$ cat config.mk
export PLATFORM = sky130hd
export DESIGN_NAME = frag_addr_gen
export DESIGN_NICKNAME = d
export VERILOG_FILES = /design/src/rtl/frag_addr_gen.sv
export SDC_FILE = /design/constraint.sdc
export NUM_CORES = 1
export LEC_CHECK = 0
export CAP_MARGIN = 0
export CORE_MARGIN = 2
export CORE_UTILIZATION = 57
export CTS_CLUSTER_SIZE = 30
export DETAILED_ROUTE_END_ITERATION = 12
export DONT_BUFFER_PORTS = 1
export PLACE_DENSITY = 0.86
export SKIP_CTS_REPAIR_TIMING = 1
export SLEW_MARGIN = 20
export SYNTH_ARGS = -nofsm -noshare
export SYNTH_HDL_FRONTEND = slang
export SYNTH_SLANG_ARGS = --single-unit
$ cat constraint.sdc
create_clock -name PLB_clk -period 2.25 [get_ports PLB_clk]
set_input_delay 0 -clock PLB_clk [delete_from_list [all_inputs] [get_ports PLB_clk]]
set_output_delay 0 -clock PLB_clk [all_outputs]
set_load 0.005 [all_outputs]
$ cat src/rtl/frag_addr_gen.sv
// Fragment-to-framebuffer address stage: clips, addresses and pushes fragments
// into the writer FIFO, with a hardware frame clear sharing the same pipeline.
module frag_addr_gen #(
   parameter logic [31:0] FB_BASE   = 32'h0080_0000,
   parameter int unsigned FB_WIDTH  = 640,
   parameter int unsigned FB_HEIGHT = 480,
   parameter logic [31:0] CLEAR_Z   = 32'hFFFF_FFFF
) (
   input  logic        PLB_clk,
   input  logic        reset,
   input  logic        frag_valid,
   output logic        frag_ready,
   input  logic [9:0]  frag_x,
   input  logic [9:0]  frag_y,
   input  logic [23:0] frag_color,
   input  logic [31:0] frag_z,
   input  logic        clear_start,
   input  logic [23:0] clear_color,
   output logic        clear_busy,
   output logic [95:0] fifo_din,
   output logic        fifo_wr_en,
   input  logic        fifo_full,
   output logic [15:0] frag_dropped
);

   localparam int IW = 19;
   localparam logic [IW-1:0] LAST_IDX = IW'(FB_WIDTH * FB_HEIGHT - 1);

   typedef enum logic {IDLE, CLEAR} state_t;

   state_t        state;
   logic          clr_inj;
   logic [IW-1:0] clr_idx;
   logic [23:0]   clr_color;

   logic          s1_valid;
   logic [IW-1:0] s1_idx;
   logic [23:0]   s1_color;
   logic [31:0]   s1_z;

   logic          s2_valid;
   logic [31:0]   s2_addr;
   logic [23:0]   s2_color;
   logic [31:0]   s2_z;

   logic          advance;
   logic          frag_acc;
   logic          in_range;
   logic          last_push;
   logic [IW-1:0] frag_idx;

   assign advance    = ~s2_valid | ~fifo_full;
   assign frag_ready = advance & ~clear_busy & ~clear_start & ~reset;
   assign frag_acc   = frag_valid & frag_ready;
   assign in_range   = (32'(frag_x) < FB_WIDTH) &&
                       (32'(frag_y) < FB_HEIGHT);
   assign frag_idx   = IW'(frag_y) * IW'(FB_WIDTH) + IW'(frag_x);

   assign fifo_wr_en = s2_valid & ~fifo_full;
   assign fifo_din   = {s2_z, 8'h00, s2_color, s2_addr};

   // Clear words are the youngest in flight, so the last one leaves
   // when injection has stopped and S1 is already empty.
   assign last_push  = clear_busy & ~clr_inj & ~s1_valid & fifo_wr_en;

   always_ff @(posedge PLB_clk) begin
      if (reset) begin
         state        <= IDLE;
         clear_busy   <= 1'b0;
         clr_inj      <= 1'b0;
         clr_idx      <= '0;
         clr_color    <= '0;
         frag_dropped <= '0;
      end else begin
         if (frag_acc && !in_range && frag_dropped != 16'hFFFF)
            frag_dropped <= frag_dropped + 16'd1;
         unique case (state)
            IDLE: begin
               if (clear_start) begin
                  state      <= CLEAR;
                  clear_busy <= 1'b1;
                  clr_inj    <= 1'b1;
                  clr_idx    <= '0;
                  clr_color  <= clear_color;
               end
            end
            CLEAR: begin
               if (clr_inj && advance) begin
                  if (clr_idx == LAST_IDX)
                     clr_inj <= 1'b0;
                  else
                     clr_idx <= clr_idx + 1'b1;
               end
               if (last_push) begin
                  state      <= IDLE;
                  clear_busy <= 1'b0;
               end
            end
         endcase
      end
   end

   always_ff @(posedge PLB_clk) begin
      if (reset) begin
         s1_valid <= 1'b0;
         s1_idx   <= '0;
         s1_color <= '0;
         s1_z     <= '0;
         s2_valid <= 1'b0;
         s2_addr  <= '0;
         s2_color <= '0;
         s2_z     <= '0;
      end else if (advance) begin
         if (state == CLEAR && clr_inj) begin
            s1_valid <= 1'b1;
            s1_idx   <= clr_idx;
            s1_color <= clr_color;
            s1_z     <= CLEAR_Z;
         end else if (frag_acc && in_range) begin
            s1_valid <= 1'b1;
            s1_idx   <= frag_idx;
            s1_color <= frag_color;
            s1_z     <= frag_z;
         end else begin
            s1_valid <= 1'b0;
         end
         s2_valid <= s1_valid;
         s2_addr  <= FB_BASE + {{(30-IW){1'b0}}, s1_idx, 2'b00};
         s2_color <= s1_color;
         s2_z     <= s1_z;
      end
   end

endmodule

==> metrics.md, run 1 <==
| Metric | Value |
|---|---|
| Final GP Congestion | `0.893` |
| Area delta synth->final | `28.3%` |
| TNS Setup | `-0.269 ns` |
| Internal | `6.78 mW` |
| DP HPWL | `around 14 mm` |
| Gr usage total | `0.245` |
| Reg clk slew, reported paths | `0.06 ns` |
| Crit Path Category | `reg -> reg` |
| Worst Hold Launch | `frag_valid` |
| Yosys cell types | `between 60 and 70` |
| Initial core utilization | `0.583` |
| Fin crit period | `2.45 ns` |
| Port Buffers | `0` |
| Critical path startpoint category | `flip-flop` |
| Drt initial violations | `852` |
| Period utilization | `1.09` |
| Gate power share | `0.124` |
| Die X | `132 um` |
| Static Leak | `around 4.5 nW` |
| Violations in the final reports | `negative hold slack, negative setup slack` |
| Status | `finished with violations` |
| CTS tree | `done` |
| Arrival time worst endpoint | `2.77 ns` |
| Mapped Cells | `1152` |
| Worst r2r src | `s2_valid$_SDFFE_PP0N_` |
| Vias in the first global route | `roughly 7300` |
| Ys flop type | `dfxtp_1` |
| I/O pin count | `220` |
| Layout net count | `1420` |
| Synth area leaders | `dfxtp_1, nand2_1, a21oi_1` |
| Gr ovfl total | `0` |
| Sw Ratio | `0.244` |
| Ratio of cells with drive above 1 in the final layout | `0.0728` |
| MaxCap Viol Count | `0` |
| Syn Std Cell Area | `~9000 sq um` |
| Worst min-delay path class | `in -> reg` |
| Die area | `17300 sq um` |
| Slew margin rel. | `0.466` |
| Slew @ Worst Pin | `around 0.79 ns` |
| Detailed Route WL | `28.0 mm` |
| Post-synth EDFFs | `0` |
| Top-count cell post-synth | `nand2_1` |
| Req. time, crit path | `2.58 ns` |
| ANT nets after route | `0` |
| Die Y | `132 um` |
| Clock network fraction of design power | `0.418` |
| Reg power frac | `0.458` |
| WL/cell | `18.4 um` |
| Reg2Reg Setup Slack | `-0.20 ns` |
| Final hold violations | `5` |
| Post-synth top area cell | `dfxtp_1` |
| CTS sink count | `215` |
| Sequential fraction of the synthesis area | `0.464` |
| TritonCTS Buffers | `22` |
| Slew Viols, Final | `0` |
| Pwr dens | `between 700 and 800 nW/um^2` |
| Hold-critical path depth | `5` |
| Routed vias | `9019` |
| DR pass1 iterations | `5` |
| Setup Skew | `0.0220 ns` |
| Worst vdd ir | `0.748 mV` |
| Longest Clk Path Bufs | `3` |
| Crit Path Max Fanout | `48` |
| Final setup vio count | `3` |
| Largest net degree at the start of global routing | `~200` |
| Min Hold Slack | `-0.0699 ns` |
| Achievable clock frequency | `~0.41 GHz` |
| Final Instance Count excl. Fillers | `1522` |
| Root Buffer | `clkbuf_16` |
| Row count | `46` |
| Placed Cells | `between 1000 and 1500` |
| # DRC | `0` |
| Worst-skew pair later-pin latency | `0.51 ns` |
| H-Tree Depth | `1` |
| Setup WS post-layout | `-0.198 ns` |
| Depth of the most critical reg-to-reg path | `7` |
| Sw power | `2.19 mW` |
| WHS Endpoint | `frag_dropped[7]$_SDFFE_PP0P_` |
| Most common library cells after synthesis | `nand2_1, dfxtp_1, a21oi_1` |
| Syn avg cell area | `8.04 sq um` |
| First-pass GRT wire length | `35.8 mm` |
| Synth Register Bits | `215` |
| Initial antenna violation count | `1` |
| YS warnings | `0` |
| Core area | `15900 sq um` |
| Reg-to-reg critical path endpoint | `s1_color[8]$_SDFFE_PP0P_` |
| Critical Path End Type | `flip-flop` |
| FFs w/ async S/R, synth | `0` |
| Yosys top cell area share | `0.464` |
| Drt via density | `5.93` |
[power by group through the flow]
stage	clock network, mW	logic, mW	registers (mW)
finish	3.75	1.11	4.11
global route	3.95	1.22	4.12
CTS	3.78	0.804	4.09
detailed placement	0	0.799	4.18
global placement	0	0.770	4.17
floorplan	0	0.682	4.14
[per-stage QoR]
stage	cell area [sq um]	utilization	worst slack (ns)	total power [mW]
final	11900	0.749	-0.198	8.97
after global routing	11900	0.749	-0.378	9.29
after CTS	10200	0.642	0.126	8.68
after detailed placement	9450	0.595	-0.217	4.98
after global placement	9450	0.595	-0.0908	4.94
after floorplan	9370	-	-0.0826	4.83
[cell type report]
type	count	area, sq um
Antenna cell	1	2.50
Timing Repair Buffer	195	1940
Clock inverter	5	75.1
Multi-Input combinational cell	850	4600
Tap cell	216	270
Fill cell	1068	3990
Inverter	8	30.0
Sequential cell	215	4300
Clock buffer	32	669
[sequential cells by signal, indices dropped and copies added (netlist names)]
register / flops
clr_color: 24
clr_idx: 19
s1_valid: 1
clr_inj: 1
s2_valid: 1
s1_idx: 19
s2_color: 24
frag_dropped: 16
s2_z: 32
s2_addr: 20
s1_z: 32
state: 1
s1_color: 24
clear_busy: 1
[worst max-delay path: stages (launching register included)]
cell and delay [ns]:
dfxtp_1 0.35, a211o_1 0.32, nor2_2 0.19, nand4_1 0.24
a21oi_4 0.29, buf_12 0.26, nor2_1 0.09, a311oi_1 0.53
[layer usage]
metal  part of all wire  global-route usage  vias up
met5                  0                   0        -
met1               0.39               0.307     4280
li1                   -                   -     4171
met2               0.49               0.404      465
met4              0.042              0.0996        0
met3              0.080              0.0621      103
[cell usage in the layout, fill, tap and decap left out, types with 3 or more instances in the layout]
master / instances
nand4_1: 5
buf_4: 25
a31oi_1: 3
o2111ai_1: 6
dlygate4sd3_1: 166
inv_1: 8
nor2b_1: 5
conb_1: 20
buf_12: 3
clkbuf_1: 3
o211ai_1: 3
xnor2_1: 17
clkbuf_8: 6
a211o_1: 6
o21ai_0: 13
dfxtp_1: 215
or2_2: 3
nor2_1: 117
clkinv_2: 3
a311oi_1: 35
o21a_1: 3
a211oi_1: 10
nand3_1: 12
nand2b_1: 4
and4_1: 4
nand2_1: 286
and3_1: 4
xor2_1: 14
a21oi_1: 121
or3_1: 6
nor3_1: 75
clkbuf_16: 23
ha_1: 18
[worst max-delay path by stage]
stage / to / cells past startpoint / slack [ns] / start
6_report: s1_color[8]$_SDFFE_PP0P_ / 7 / -0.20 / s2_valid$_SDFFE_PP0N_
5_1_grt: s1_color[8]$_SDFFE_PP0P_ / 7 / -0.38 / s2_valid$_SDFFE_PP0N_
4_1_cts: s1_color[4]$_SDFFE_PP0P_ / 7 / 0.13 / s2_valid$_SDFFE_PP0N_
3_5_place_dp: s1_idx[17]$_SDFFE_PP0P_ / 9 / -0.22 / frag_y[1]
3_3_place_gp: s1_idx[17]$_SDFFE_PP0P_ / 9 / -0.09 / frag_y[1]
2_1_floorplan: s1_idx[17]$_SDFFE_PP0P_ / 9 / -0.08 / frag_y[1]
[kinds of logic after synthesis]
| logic type | Yosys count | share of synthesized area |
|---|---|---|
| muxes | 2 | 0.00216 |
| AOI/OAI and AO/OA | 226 | 0.161 |
| buffers and inverters | 106 | 0.0536 |
| xor gates and xnor gates | 32 | 0.0311 |
| DFF | 215 | 0.464 |
| adders and majority gates | 23 | 0.0327 |
| other | 1 | 0.000405 |
| and+or+nand+nor | 547 | 0.255 |
(Power assumes the default switching activity.)
==> run 2: changes to the inputs <==
--- a/config.mk
+++ b/config.mk
@@ -7,11 +7,12 @@
 export LEC_CHECK = 0
 export CAP_MARGIN = 0
 export CORE_MARGIN = 2
-export CORE_UTILIZATION = 57
+export CORE_UTILIZATION = 59
+export CTS_BUF_LIST = sky130_fd_sc_hd__clkbuf_8
 export CTS_CLUSTER_SIZE = 30
 export DETAILED_ROUTE_END_ITERATION = 12
 export DONT_BUFFER_PORTS = 1
-export PLACE_DENSITY = 0.86
+export PLACE_DENSITY = 0.89
 export SKIP_CTS_REPAIR_TIMING = 1
 export SLEW_MARGIN = 20
 export SYNTH_ARGS = -nofsm -noshare
==> run 2 against run 1 <==
Effect of this change:
- the flow finishes with violations (negative hold slack)
- flip-flop and latch count stayed put
- clock power fell by 18%
- final cell count is 0.72% higher
- largest cell class unchanged
- sequential share of layout area increased by 0.63 points
- via count barely moved
- die area fell by 3.3%
- total power decreased by 7.5%
- non-clock buffer count decreased by 6
- critical path depth is the same
==> metrics.md, run 2 (synthesis results as in run 1) <==
| Metric | Value |
|---|---|
| Status | `finished with violations` |
| Worst-skew pair later-pin latency | `0.51 ns (about the same)` |
| # DRC | `0 (unchanged)` |
| Layout net count | `1427 (+0.49%)` |
| Post-DP Area | `9450 sq um (about the same)` |
| Initial antenna violation count | `1 (unchanged)` |
| CTS sink count | `215 (unchanged)` |
| Slew Viols, Final | `0 (unchanged)` |
| ANT nets after route | `0 (unchanged)` |
| Initial core utilization | `0.607 (+0.0240)` |
| Worst r2r src | `s2_valid$_SDFFE_PP0N_` |
| Row count | `45 (-2.2%)` |
| Detailed Route WL | `27.9 mm (-0.37%)` |
| Slew margin rel. | `0.486 (+0.0202)` |
| Worst Hold Launch | `fifo_full` |
| WL/cell | `18.2 um (-1.1%)` |
| Drt via density | `5.88 (-0.78%)` |
| Critical Path End Type | `flip-flop` |
| Area delta synth->final | `26.1%` |
| Placed Cells | `1314 (-0.15%)` |
| Min Hold Slack | `-0.00831 ns (+0.0616 ns)` |
| Longest Clk Path Bufs | `3 (unchanged)` |
| Reg clk slew, reported paths | `0.06 ns (about the same)` |
| Port Buffers | `0 (unchanged)` |
| Gr ovfl total | `0 (unchanged)` |
| Pwr dens | `710 nW/um^2 (-5.9%)` |
| Slowest CP cell | `dfxtp_1` |
| Most frequent cells in the layout | `nand2_1, dfxtp_1, dlygate4sd3_1` |
| Fin crit period | `2.17 ns (-0.280 ns)` |
| Violations in the final reports | `negative hold slack` |
| Arrival time worst endpoint | `2.56 ns (-0.21 ns)` |
| Crit. Startpoint | `s2_valid$_SDFFE_PP0N_` |
| Root Buffer | `clkbuf_8` |
| Crit Path Category | `reg -> reg` |
| Slew @ Worst Pin | `0.763 ns (-0.0300 ns)` |
| Final setup vio count | `0 (-3)` |
| H-Tree Depth | `2 (+1)` |
| Vias in the first global route | `7360 (+0.45%)` |
| Die area | `16700 sq um (-3.3%)` |
| Most common cell after layout, fill and taps aside | `nand2_1` |
| Crit path cell chain | `a211o_1 -> nor2_2 -> nand4_1 -> a21oi_4 -> buf_12 -> nor2_1 -> a311oi_1` |
| Final Instance Count excl. Fillers | `1533 (+0.72%)` |
| DP HPWL | `14.5 mm (+0.74%)` |
| CTS tree | `done` |
| Period utilization | `0.964 (-0.124)` |
| Die X | `129 um (-1.7%)` |
| Post-route cell area | `11700 sq um (-1.7%)` |
| Crit Path Max Fanout | `44 (-8.3%)` |
| Core area | `15300 sq um (-3.9%)` |
| Final hold violations | `2 (-3)` |
| MaxCap Viol Count | `0 (unchanged)` |
| Static Leak | `4.50 nW (-0.50%)` |
| TritonCTS Buffers | `35 (+59%)` |
| Routed vias | `9013 (-0.067%)` |
| Worst min-delay path class | `in -> reg` |
| Total power | `8.30 mW (-7.5%)` |
| Worst vdd ir | `0.761 mV (+1.7%)` |
| Critical path startpoint category | `flip-flop` |
| Drt initial violations | `827 (-2.9%)` |
| Largest net degree at the start of global routing | `203 (unchanged)` |
| DR pass1 iterations | `6 (+1)` |
| Regs by FF count | `s1_z x32, s2_z x32` |
| Hold-critical path depth | `3 (-2)` |
| Req. time, crit path | `2.64 ns (+0.06 ns)` |
| Depth of the most critical reg-to-reg path | `7 (unchanged)` |
| First-pass GRT wire length | `34.5 mm (-3.6%)` |
| Ratio of cells with drive above 1 in the final layout | `0.0788 (+0.00599)` |
| Gr usage total | `0.251 (+0.00640)` |
| I/O pin count | `220 (unchanged)` |
| Final GP Congestion | `0.879 (-1.5%)` |
| TNS Setup | `0 ns (+0.269 ns)` |
| Worst path max stage delay | `0.35 ns (-0.18 ns)` |
| Achievable clock frequency | `0.461 GHz (+13%)` |
| Die Y | `129 um (-1.7%)` |
| Setup Skew | `0.0197 ns (-0.00232 ns)` |
==> run 2: cell count changes in the layout (fill, tap and decap cells not counted), moves of 2 or more <==
cell / delta
bufinv_16: -2
clkbuf_16: -23
dlygate4sd3_1: -8
inv_1: +17
buf_4: +3
clkbuf_1: -3
clkbuf_8: +34
clkinv_2: -3
==> run 2: worst max-delay path: cells and delay by family, from the launching register on <==
kind / cells / cell delay (ns)
flops: 1 / 0.35
buf+inv: 1 / 0.26
simple gates: 3 / 0.47
compound gates: 3 / 0.97
==> run 2: where the power goes <==
part	internal [mW]	total, mW	switching [mW]
combinational	0.518	1.11	0.588
clock	1.61	3.08	1.48
sequential	3.99	4.11	0.124
total	6.11	8.30	2.19
==> run 2: worst paths after layout <==
check                                   to  slack (ns)
setup / recovery  s1_color[5]$_SDFFE_PP0P_        0.08
hold / removal            state$_SDFF_PP0_      -0.008
hold reg to reg    s2_addr[9]$_SDFFE_PP0N_        0.45
setup reg to reg  s1_color[5]$_SDFFE_PP0P_        0.08
==> run 2: area by class of cell <==
cell class	instances	area (sq um)
diodes	2	5.00
inverters	8	30.0
fillers	1004	3570
well taps	211	264
multi-input cells	850	4600
flip-flops and latches	215	4300
clock inverters	18	71.3
clock buffers	40	551
repair buffers	189	1860
==> run 2: layer usage <==
layer,track usage,wire [um],up-vias
met5,0,0,-
met3,0.0768,2440,123
met2,0.411,13700,506
li1,-,-,4199
met1,0.304,10600,4185
met4,0.118,1160,0
==> run 2: stage by stage <==
stage	worst slack, ns	utilization
after floorplan	-0.0826	-
after global placement	-0.0918	0.619
after detailed placement	-0.136	0.619
after CTS	0.196	0.660
after global routing	-0.0181	0.766
final	0.0816	0.766
==> run 3: changes to the inputs <==
--- a/config.mk
+++ b/config.mk
@@ -12,8 +12,10 @@
 export CTS_CLUSTER_SIZE = 30
 export DETAILED_ROUTE_END_ITERATION = 12
 export DONT_BUFFER_PORTS = 1
+export GPL_TIMING_DRIVEN = 0
 export PLACE_DENSITY = 0.89
 export SKIP_CTS_REPAIR_TIMING = 1
+export SKIP_LAST_GASP = 1
 export SLEW_MARGIN = 20
 export SYNTH_ARGS = -nofsm -noshare
 export SYNTH_HDL_FRONTEND = slang
==> run 3 against run 2 <==
Effect of this change:
- the run ends with negative hold slack, negative setup slack left
- total power is 7.0% higher
- core utilization is 2.1 points lower
- register-to-register slack worse by 0.17 ns
- final area is 2.8% lower
- sequential power hardly changed
- wire length is 3.5% higher
- combinational power is 4% lower
- global-route usage is 3.3 points higher
- clock power is 20% higher
- via count is 1.1% higher
- hold slack worse by 0.044 ns
- largest power group unchanged
- highest routed layer unchanged
==> metrics.md, run 3 (synthesis results as in run 1) <==
| Metric | Value |
|---|---|
| Status | `finished with violations` |
| Violations in the final reports | `negative hold slack, negative setup slack` |
| Drt via density | `5.91 (+0.54%)` |
| Largest net degree at the start of global routing | `11 (-95%)` |
| DP HPWL | `17.4 mm (+20%)` |
| Worst r2r src | `state$_SDFF_PP0_` |
| Hold-critical path depth | `3 (unchanged)` |
| Pre-CTS WS | `-0.250 ns (-0.114 ns)` |
| Area delta synth->final | `22.6%` |
| TritonCTS Buffers | `36 (+2.9%)` |
| Initial antenna violation count | `0 (-1)` |
| CTS tree | `done` |
| Final setup vio count | `5 (+5)` |
| Crit. Startpoint | `state$_SDFF_PP0_` |
| Most frequent cells in the layout | `nand2_1, dfxtp_1, a21oi_1` |
| WL/cell | `18.7 um (+2.9%)` |
| DR pass1 iterations | `6 (unchanged)` |
| Die X | `129 um (unchanged)` |
| Drt initial violations | `907 (+9.7%)` |
| Worst min-delay path class | `in -> reg` |
| Slew Viols, Final | `0 (unchanged)` |
| Root Buffer | `clkbuf_8` |
| CTS sink count | `215 (unchanged)` |
| Final hold violations | `3 (+1)` |
| Pwr dens | `782 nW/um^2 (+10%)` |
| Critical Path End Type | `flip-flop` |
| Ratio of cells with drive above 1 in the final layout | `0.0911 (+0.0123)` |
| Post-route cell area | `11400 sq um (-2.8%)` |
| Gr ovfl total | `0 (unchanged)` |
| Period utilization | `1.04 (+0.0742)` |
| Core area | `15300 sq um (unchanged)` |
| ANT nets after route | `0 (unchanged)` |
| MaxCap Viol Count | `0 (unchanged)` |
| WHS Endpoint | `clear_busy$_SDFFE_PP0P_` |
| Slowest CP cell | `clkbuf_1` |
| Port Buffers | `0 (unchanged)` |
| Placed Cells | `1382 (+5.2%)` |
| Regs by FF count | `s1_z x32, s2_z x32` |
| Worst vdd ir | `0.643 mV (-15%)` |
| Worst-skew pair later-pin latency | `0.56 ns (+0.05 ns)` |
| Unrepaired setup endpoints after global routing | `yes` |
| Vias in the first global route | `7895 (+7.3%)` |
| Reg clk slew, reported paths | `0.08 ns (+0.02 ns)` |
| Post-DP Area | `9630 sq um (+1.9%)` |
| Gr usage total | `0.284 (+0.0326)` |
| Worst path max stage delay | `0.51 ns (+0.16 ns)` |
| Initial core utilization | `0.607 (unchanged)` |
| Setup WS post-layout | `-0.0853 ns (-0.167 ns)` |
| Detailed Route WL | `28.9 mm (+3.5%)` |
| Crit Path Max Fanout | `10 (-77%)` |
| Routed vias | `9115 (+1.1%)` |
| Die Y | `129 um (unchanged)` |
| TNS Setup | `-0.348 ns (-0.348 ns)` |
| Worst Hold Launch | `fifo_full` |
| Row count | `45 (unchanged)` |
| Most common cell after layout, fill and taps aside | `nand2_1` |
| Final Instance Count excl. Fillers | `1542 (+0.59%)` |
| Setup Skew | `0.0403 ns (+0.0206 ns)` |
| Critical path startpoint category | `flip-flop` |
| Total power | `8.88 mW (+7.0%)` |
| Slew @ Worst Pin | `0.679 ns (-0.0839 ns)` |
| Depth of the most critical reg-to-reg path | `6 (-1)` |
| Reg2Reg Setup Slack | `-0.09 ns (-0.17 ns)` |
| Die area | `16700 sq um (unchanged)` |
| Arrival time worst endpoint | `2.77 ns (+0.21 ns)` |
| Req. time, crit path | `2.68 ns (+0.04 ns)` |
| Achievable clock frequency | `0.428 GHz (-7.1%)` |
| Longest Clk Path Bufs | `3 (unchanged)` |
| # DRC | `0 (unchanged)` |
| Final Core Density | `0.744 (-0.0215)` |
| H-Tree Depth | `2 (unchanged)` |
| Fin crit period | `2.34 ns (+0.167 ns)` |
| Layout net count | `1431 (+0.28%)` |
| Static Leak | `4.18 nW (-7.1%)` |
| Crit path cell chain | `buf_2 -> nand2b_1 -> clkbuf_1 -> buf_1 -> nand2_1 -> a21oi_1` |
| Crit Path Category | `reg -> reg` |
| Reg-to-reg critical path endpoint | `clr_color[6]$_SDFFE_PP0P_` |
| I/O pin count | `220 (unchanged)` |
| Final GP Congestion | `0.904 (+2.9%)` |
| Slew margin rel. | `0.543 (+0.0565)` |
| Min Hold Slack | `-0.0519 ns (-0.0435 ns)` |
| First-pass GRT wire length | `38.1 mm (+10%)` |
[run 3: cell type report]
cell class / count / area [sq um]
fillers: 1104 / 3900
flip-flops and latches: 215 / 4300
inverters: 8 / 30.0
repair buffers: 94 / 941
plain buffers: 98 / 473
diodes: 3 / 7.51
multi-input cells: 850 / 4570
clock buffers: 49 / 674
well taps: 211 / 264
clock inverters: 14 / 93.8
[run 3: metal layers]
layer  track usage  up-vias  routed length, um
met1         0.348     4171              10800
li1              -     4214                  -
met4         0.123        0               1480
met3        0.0846      158               3020
met5             0        -                  0
met2         0.465      572              13600
[run 3: worst max-delay path by stage]
| stage | endpoint | cells past startpoint |
|---|---|---|
| finish | clr_color[6]$_SDFFE_PP0P_ | 6 |
| floorplan | s1_idx[17]$_SDFFE_PP0P_ | 9 |
| global placement | s1_idx[17]$_SDFFE_PP0P_ | 9 |
| CTS | s1_color[7]$_SDFFE_PP0P_ | 6 |
| global route | clr_color[6]$_SDFFE_PP0P_ | 6 |
| detailed placement | s1_idx[17]$_SDFFE_PP0P_ | 9 |
[run 3: worst max-delay path, delay by kind of cell, from the launching register on]
kind,cells,cell delay [ns]
simple gates,2,0.42
compound gates,1,0.36
buf+inv,3,1.15
flops,1,0.30
[run 3: power breakdown]
group          total [mW]  leakage [nW]  switching (mW)  internal (mW)
logic                1.07          2.01           0.618          0.447
clock network        3.71         0.416            1.66           2.06
registers            4.10          1.75           0.120           3.98
total                8.88          4.18            2.39           6.49
